`src/rtl/control_unit_mc.sv`:
```
// Multi-cycle instruction sequencer: fetch, decode, execute (DP/branch/load-store)
// with optional memory-wait timeout, illegal-opcode trap and a retired counter.
module control_unit_mc #(
  parameter int K_WIDTH     = 32,
  parameter int MEM_TIMEOUT = 0,
  parameter int CNT_WIDTH   = 16
) (
  input  logic                 clock,
  input  logic                 reset_n,
  input  logic [31:0]          IR,
  input  logic [3:0]           status,
  input  logic                 alu_zero,
  input  logic                 mem_ready,
  output logic                 mem_req,
  output logic                 mem_we,
  output logic                 addr_sel,
  output logic                 ir_load,
  output logic                 pc_inc,
  output logic                 pc_load,
  output logic                 reg_we,
  output logic                 wb_sel,
  output logic                 link_we,
  output logic                 alu_b_sel_k,
  output logic                 status_load,
  output logic [2:0]           k_sel,
  output logic [K_WIDTH-1:0]   k,
  output logic [2:0]           state,
  output logic                 trap,
  output logic [CNT_WIDTH-1:0] retired
);

  typedef enum logic [2:0] {
    S_FETCH   = 3'd0,
    S_DECODE  = 3'd1,
    S_EXEC_DP = 3'd2,
    S_EXEC_BR = 3'd3,
    S_MEM     = 3'd4,
    S_TRAP    = 3'd7
  } state_e;

  localparam int          WAIT_W    = (MEM_TIMEOUT > 1) ? $clog2(MEM_TIMEOUT + 1) : 1;
  localparam logic [31:0] TIMEOUT_L = MEM_TIMEOUT;

  state_e                 state_q, state_d;
  logic [WAIT_W-1:0]      wait_q, wait_d;
  logic [CNT_WIDTH-1:0]   retired_q, retired_d;
  logic [31:0]            wait_ext;
  logic                   timeout_hit;
  logic                   retire, taken;
  logic                   cond_base, cond_ok;
  logic [K_WIDTH-1:0]     k_val;

  logic is_dp_imm, is_br, is_dp_reg, is_ls, is_movz;
  logic is_b, is_bl, is_cbz, is_cbnz, is_bcond;
  logic flag_v, flag_c, flag_n, flag_z;

  assign {flag_v, flag_c, flag_n, flag_z} = status;

  assign is_dp_imm = (IR[28:26] == 3'b100);
  assign is_br     = (IR[28:26] == 3'b101);
  assign is_dp_reg = IR[27] & ~IR[26] & IR[25];
  assign is_ls     = IR[27] & ~IR[25];
  assign is_movz   = (IR[28:23] == 6'b100101);
  assign is_b      = (IR[31:26] == 6'b000101);
  assign is_bl     = (IR[31:26] == 6'b100101);
  assign is_cbz    = (IR[31:24] == 8'hB4);
  assign is_cbnz   = (IR[31:24] == 8'hB5);
  assign is_bcond  = (IR[31:24] == 8'h54);

  // Condition codes come in pairs: even code tests the base term, odd code its inverse.
  always_comb begin
    case (IR[3:1])
      3'd0:    cond_base = flag_z;
      3'd1:    cond_base = flag_c;
      3'd2:    cond_base = flag_n;
      3'd3:    cond_base = flag_v;
      3'd4:    cond_base = flag_c & ~flag_z;
      3'd5:    cond_base = (flag_n == flag_v);
      3'd6:    cond_base = ~flag_z & (flag_n == flag_v);
      default: cond_base = 1'b1;
    endcase
    cond_ok = (IR[3:1] == 3'b111) ? 1'b1 : (cond_base ^ IR[0]);
  end

  assign wait_ext    = {{(32-WAIT_W){1'b0}}, wait_q};
  assign timeout_hit = (MEM_TIMEOUT > 0) && ((wait_ext + 32'd1) == TIMEOUT_L);

  always_comb begin
    state_d     = state_q;
    wait_d      = wait_q;
    retire      = 1'b0;
    taken       = 1'b0;
    mem_req     = 1'b0;
    mem_we      = 1'b0;
    addr_sel    = 1'b0;
    ir_load     = 1'b0;
    pc_inc      = 1'b0;
    pc_load     = 1'b0;
    reg_we      = 1'b0;
    wb_sel      = 1'b0;
    link_we     = 1'b0;
    alu_b_sel_k = 1'b0;
    status_load = 1'b0;
    k_sel       = 3'd0;
    trap        = 1'b0;

    case (state_q)
      S_FETCH: begin
        mem_req = 1'b1;
        if (mem_ready) begin
          ir_load = 1'b1;
          pc_inc  = 1'b1;
          state_d = S_DECODE;
        end else if (timeout_hit) begin
          state_d = S_TRAP;
        end else if (MEM_TIMEOUT > 0) begin
          wait_d = wait_q + WAIT_W'(1);
        end
      end
      S_DECODE: begin
        if (is_dp_imm)      state_d = S_EXEC_DP;
        else if (is_br)     state_d = S_EXEC_BR;
        else if (is_dp_reg) state_d = S_EXEC_DP;
        else if (is_ls)     state_d = S_MEM;
        else                state_d = S_TRAP;
      end
      S_EXEC_DP: begin
        reg_we      = 1'b1;
        status_load = IR[29];
        if (is_dp_imm) begin
          alu_b_sel_k = 1'b1;
          k_sel       = is_movz ? 3'd5 : 3'd1;
        end
        state_d = S_FETCH;
        retire  = 1'b1;
      end
      S_EXEC_BR: begin
        // Unrecognised branch encodings retire nothing and trap.
        if (is_b || is_bl) begin
          k_sel   = 3'd3;
          taken   = 1'b1;
          link_we = is_bl;
        end else if (is_cbz || is_cbnz || is_bcond) begin
          k_sel = 3'd4;
          if (is_cbz)       taken = alu_zero;
          else if (is_cbnz) taken = ~alu_zero;
          else              taken = cond_ok;
        end
        pc_load = taken;
        if (is_b || is_bl || is_cbz || is_cbnz || is_bcond) begin
          state_d = S_FETCH;
          retire  = 1'b1;
        end else begin
          state_d = S_TRAP;
        end
      end
      S_MEM: begin
        mem_req     = 1'b1;
        addr_sel    = 1'b1;
        alu_b_sel_k = 1'b1;
        k_sel       = 3'd2;
        mem_we      = ~IR[22];
        if (mem_ready) begin
          reg_we  = IR[22];
          wb_sel  = IR[22];
          state_d = S_FETCH;
          retire  = 1'b1;
        end else if (timeout_hit) begin
          state_d = S_TRAP;
        end else if (MEM_TIMEOUT > 0) begin
          wait_d = wait_q + WAIT_W'(1);
        end
      end
      S_TRAP:  trap = 1'b1;
      default: state_d = S_TRAP;
    endcase

    if ((state_d != state_q) && ((state_d == S_FETCH) || (state_d == S_MEM)))
      wait_d = '0;
    retired_d = retire ? (retired_q + CNT_WIDTH'(1)) : retired_q;

    // Reset masks every strobe so an access in flight is abandoned cleanly.
    if (!reset_n) begin
      mem_req     = 1'b0;
      mem_we      = 1'b0;
      addr_sel    = 1'b0;
      ir_load     = 1'b0;
      pc_inc      = 1'b0;
      pc_load     = 1'b0;
      reg_we      = 1'b0;
      wb_sel      = 1'b0;
      link_we     = 1'b0;
      alu_b_sel_k = 1'b0;
      status_load = 1'b0;
      k_sel       = 3'd0;
      trap        = 1'b0;
    end
  end

  always_comb begin
    case (k_sel)
      3'd0:    k_val = {{(K_WIDTH-6){1'b0}}, IR[15:10]};
      3'd1:    k_val = {{(K_WIDTH-12){1'b0}}, IR[21:10]};
      3'd2:    k_val = {{(K_WIDTH-9){IR[20]}}, IR[20:12]};
      3'd3:    k_val = {{(K_WIDTH-26){IR[25]}}, IR[25:0]};
      3'd4:    k_val = {{(K_WIDTH-19){IR[23]}}, IR[23:5]};
      3'd5:    k_val = {{(K_WIDTH-16){1'b0}}, IR[20:5]};
      default: k_val = '0;
    endcase
    k = reset_n ? k_val : '0;
  end

  always_ff @(posedge clock) begin
    if (!reset_n) begin
      state_q   <= S_FETCH;
      wait_q    <= '0;
      retired_q <= '0;
    end else begin
      state_q   <= state_d;
      wait_q    <= wait_d;
      retired_q <= retired_d;
    end
  end

  assign state   = state_q;
  assign retired = retired_q;

endmodule
```
`config.mk`:
```
export PLATFORM = sky130hd
export DESIGN_NAME = control_unit_mc
export DESIGN_NICKNAME = d
export VERILOG_FILES = /design/src/rtl/control_unit_mc.sv
export SDC_FILE = /design/constraint.sdc
export NUM_CORES = 1
export LEC_CHECK = 0
export ABC_AREA = 1
export BUFFER_PORTS_ARGS = -buffer_cell sky130_fd_sc_hd__buf_2
export CAP_MARGIN = 20
export CORE_UTILIZATION = 44
export CTS_BUF_LIST = sky130_fd_sc_hd__clkbuf_4
export DETAILED_ROUTE_END_ITERATION = 6
export PLACE_DENSITY = 0.81
export SYNTH_ARGS = -nofsm -noshare
export SYNTH_HDL_FRONTEND = slang
export SYNTH_SLANG_ARGS = --single-unit
```
`constraint.sdc`:
```
create_clock -name clock -period 1.7 [get_ports clock]
set_clock_uncertainty 0.15 [all_clocks]
set_input_delay 0 -clock clock [delete_from_list [all_inputs] [get_ports clock]]
set_output_delay 0 -clock clock [all_outputs]
set_load 0.005 [all_outputs]
```
==> reports/metrics.json <==
{
  "max_slew.worst_pin.slew": {"value": 0.310, "unit": "ns"},
  "reg2reg_depth": {"value": 10},
  "required": {"value": 1.55, "unit": "ns"},
  "post_synth_num_cell_types": {"value": 32},
  "synth.top_cell.area_share": {"value": 0.186},
  "postSynthNetCount": {"value": 438},
  "worstPathMaxFanout": {"value": 7},
  "final.period_utilization": {"value": 1.15},
  "r2r_setup_slack": {"value": -0.03, "unit": "ns"},
  "synth_simple_gate_area_share": {"value": 0.516},
  "top_level_ports": {"value": 106},
  "final_layout_size_suffix_gt1_frac": {"value": 0.454},
  "irDropWorstVdd": {"value": 0.000307, "unit": "V"},
  "worst_path_max_delay_cell": {"value": "sky130_fd_sc_hd__dfxtp_4"},
  "worstReg2RegEnd": {"value": "retired[5]$_SDFFE_PN0P_"},
  "power-per-cell-area": {"value": 504, "unit": "mW/mm^2"},
  "startpoint_type_of_the_worst_setup_path": {"value": "register"},
  "grt_setup_unrepaired": {"value": "true"},
  "setup_tns": {"value": -6.48, "unit": "ns"},
  "drt_iter0_markers": {"value": 185},
  "hold_crit_class": {"value": "in -> reg"},
  "final_nets": {"value": 569},
  "synth_compound_area_frac": {"value": 0.117},
  "final_period_minus_worst_setup_slack": {"value": 1.96, "unit": "ns"},
  "clock_tree.buffer_depth": {"value": 2},
  "ys_top_cells_by_area": {"value": "sky130_fd_sc_hd__nand2_1 (19%), sky130_fd_sc_hd__dfxtp_1 (17%), sky130_fd_sc_hd__nor2_1 (10%)"},
  "ant_nets": {"value": 0},
  "timing.final.max_slew_violations": {"value": 0},
  "final_critical_path_setup_slack": {"value": -0.259, "unit": "ns"},
  "area_share_of_xor_xnor_cells_in_the_synthesized_design": {"value": 0.0356},
  "synthTopCellsByCount": {"value": "sky130_fd_sc_hd__nand2_1 (110), sky130_fd_sc_hd__nor2_1 (61), sky130_fd_sc_hd__nand3_1 (44), sky130_fd_sc_hd__inv_1 (41), sky130_fd_sc_hd__a21oi_1 (24)"},
  "bufs_and_invs_on_worst_path": {"value": 4},
  "power.static_leakage": {"value": 0.00191, "unit": "uW"},
  "via_count": {"value": 3127},
  "die_w": {"value": 73.0, "unit": "um"},
  "crit_path_cell_trace": {"value": "nor2_2, inv_2, nor2_1, nand2_2, clkinv_4, nand2_1, nand2_1, inv_1, nand2_1, nor2_1, nor2_1, buf_2"},
  "core.rowCount": {"value": 25},
  "floorplan.initialDensity": {"value": 0.463},
  "die-height": {"value": 73.0, "unit": "um"},
  "detail_route.drc_violations": {"value": 0},
  "hpwl": {"value": 5.44, "unit": "mm"},
  "ys_seq_area_frac": {"value": 0.172},
  "yosys.cell_count.top_type": {"value": "sky130_fd_sc_hd__nand2_1"},
  "pin_count_of_the_biggest_net_entering_global_routing": {"value": 19},
  "violations": {"value": "setup timing"},
  "clock_insertion_delay_worst_skew": {"value": 0.30, "unit": "ns"},
  "numClockSinks": {"value": 19},
  "ys_ff_latch": {"value": 19},
  "synthesis_to_finish_area_growth": {"value": 54.0, "unit": "%"},
  "global_route_wire_length_before_repair": {"value": 11.6, "unit": "mm"},
  "wl_per_cell": {"value": 13.1, "unit": "um"},
  "max_clock_freq": {"value": 511, "unit": "MHz"},
  "crit_path_max_incr_delay": {"value": 0.39, "unit": "ns"},
  "critPathCaptureType": {"value": "output pin"},
  "gp_congestion": {"value": 0.961},
  "worst_path_dominant_cell_family": {"value": "simple AND/OR/NAND/NOR gates"},
  "grt_util_all_layers": {"value": 0.271},
  "hold_viol": {"value": 0},
  "whs_path_depth": {"value": 5},
  "synthesis.yosys.warnings": {"value": 0},
  "syn_inst": {"value": 397},
  "post_synthesis_cell_type_with_the_largest_combined_area": {"value": "sky130_fd_sc_hd__nand2_1"},
  "r2r-start": {"value": "state[2]$_SDFFE_PN0P_"},
  "cts_inserted_buffers": {"value": 3},
  "viasPerCell": {"value": 5.26},
  "relSlewSlack": {"value": 0.792},
  "synthMuxAreaShare": {"value": 0},
  "antenna_cells_inserted": {"value": 0},
  "worstHoldStart": {"value": "IR[26]"},
  "cts_tree": {"value": "built"},
  "cp.arrival": {"value": 1.81, "unit": "ns"},
  "io_buffer_count": {"value": 105},
  "synth_async_sr_flop_share": {"value": 0},
  "cts.root.buffer_cell": {"value": "sky130_fd_sc_hd__clkbuf_4"},
  "postLayoutCoreUtil": {"value": 0.713},
  "grt_pass1_vias": {"value": 2771},
  "design.die.area": {"value": 0.00532, "unit": "sq mm"},
  "cts.clk_slew.worst_paths": {"value": 0.11, "unit": "ns"},
  "synth.avg_cell_area": {"value": 5.58, "unit": "sq um"},
  "largest_family_of_logic_cells_by_synthesized_area": {"value": "simple AND/OR/NAND/NOR gates"},
  "htreeDepth": {"value": 1},
  "maxCapViolations": {"value": 0},
  "crit_type": {"value": "reg -> out"},
  "number_of_setup_violations_in_the_final_report": {"value": 36},
  "synth-edff-count": {"value": 0},
  "dominantRegCellSynth": {"value": "sky130_fd_sc_hd__dfxtp_1"},
  "detail_route.first_pass.iterations": {"value": 7},
  "status": {"value": "complete, but fails checks"},
  "synth.cell_area": {"value": 0.00222, "unit": "sq mm"},
  "whs_endpoint": {"value": "state[0]$_SDFFE_PN0P_"},
  "core-area": {"value": 0.00479, "unit": "sq mm"},
  "global_route.overflow_total": {"value": 0},
  "wl": {"value": 7.80, "unit": "mm"},
  "synth_fa_ha_area_frac": {"value": 0.00565},
  "number_of_antenna_violations_at_the_first_check_in_global_routing": {"value": 0}
}
-- cell usage in the layout, fill, tap and decap left out, types with 3 or more instances in the layout --
master                          instances
sky130_fd_sc_hd__a21oi_1               12
sky130_fd_sc_hd__a21oi_2               13
sky130_fd_sc_hd__buf_2                 96
sky130_fd_sc_hd__buf_4                 27
sky130_fd_sc_hd__buf_6                 19
sky130_fd_sc_hd__clkbuf_4               4
sky130_fd_sc_hd__dfxtp_1               11
sky130_fd_sc_hd__dfxtp_2                5
sky130_fd_sc_hd__dfxtp_4                3
sky130_fd_sc_hd__dlygate4sd3_1          3
sky130_fd_sc_hd__inv_1                 36
sky130_fd_sc_hd__inv_2                  6
sky130_fd_sc_hd__inv_4                  3
sky130_fd_sc_hd__nand2_1              101
sky130_fd_sc_hd__nand2_2                8
sky130_fd_sc_hd__nand2_4                9
sky130_fd_sc_hd__nand3_1               33
sky130_fd_sc_hd__nand3_2               15
sky130_fd_sc_hd__nand4_1                4
sky130_fd_sc_hd__nor2_1                52
sky130_fd_sc_hd__nor2_2                 9
sky130_fd_sc_hd__nor2_4                 5
sky130_fd_sc_hd__nor3_1                 5
sky130_fd_sc_hd__nor3_2                 3
sky130_fd_sc_hd__o211ai_1               4
sky130_fd_sc_hd__o21ai_0                9
sky130_fd_sc_hd__o21ai_1                4
sky130_fd_sc_hd__o21ai_2                3
sky130_fd_sc_hd__xnor2_1                5
sky130_fd_sc_hd__xor2_1                 4
-- state kept, by name, indices dropped and copies added, names as in the netlist --
name	count
retired	16
state	3
-- how the worst max path moves through the flow --
stage	startpoint	endpoint	slack (ns)	cells past startpoint
finish	state[1]$_SDFFE_PN0P_	k[4]	-0.26	12
global route	state[1]$_SDFFE_PN0P_	k[4]	-0.38	12
CTS	state[0]$_SDFFE_PN0P_	k[28]	-0.22	10
floorplan	state[2]$_SDFFE_PN0P_	k[26]	0.06	10
global placement	state[2]$_SDFFE_PN0P_	k[0]	0.05	11
detailed placement	state[1]$_SDFFE_PN0P_	k[28]	-0.02	9
-- routing by layer --
layer | up-vias | track usage | wire length, um
met5 | - | 0 | 0
met3 | 27 | 0.0235 | 530
met1 | 1424 | 0.309 | 3030
met2 | 156 | 0.513 | 4040
met4 | 0 | 0.113 | 201
li1 | 1520 | - | -
-- power by group --
| part | internal, uW | switching, uW |
|---|---|---|
| Sequential | 485 | 46.0 |
| Combinational | 406 | 528 |
| Clock | 108 | 149 |
| Total | 999 | 723 |
-- cell type report --
type | instances | area (sq um)
well taps | 67 | 83.8
clock buffers | 4 | 30.0
flip-flops and latches | 19 | 398
repair buffers | 147 | 957
inverters | 49 | 206
fillers | 409 | 1370
multi-input cells | 308 | 1740
-- cells by family (layout without fill, tap and decap cells) --
family | Yosys count | after routing
AND/OR/NAND/NOR | 251 | 251
adder cells (fa/ha/maj) | 1 | 1
AO/OA/AOI/OAI | 47 | 47
buffers and inverters | 70 | 200
flip-flops | 19 | 19
XOR/XNOR | 9 | 9
-- worst min-delay path: stages --
cell,delay (ns)
sky130_fd_sc_hd__buf_2,0.11
sky130_fd_sc_hd__a21oi_1,0.05
sky130_fd_sc_hd__o21ai_0,0.16
sky130_fd_sc_hd__nor2_1,0.05
sky130_fd_sc_hd__nor2_1,0.07
-- timing repair --
item	in CTS	in global routing
buffers inserted	9	5
pin swaps	12	25
setup endpoints to repair	38	54
gates resized for setup	43	68
cloned	0	1
hold buffers	3	0
hold endpoints to repair	8	0
-- per-stage QoR --
step                      total power, uW  setup slack [ns]  instance area (sq um)  hold WS (ns)  cells
after detailed placement             1230           -0.0184                   2850         0.159    572
after floorplan                       948            0.0593                   2220        -0.119    397
after global routing                 1820            -0.380                   3410        0.0446    594
after CTS                            1560            -0.219                   3140        0.0190    588
final                                1720            -0.259                   3410        0.0190    594
after global placement               1220            0.0500                   2850         0.147    572
Power figures use the tool's default switching activity.
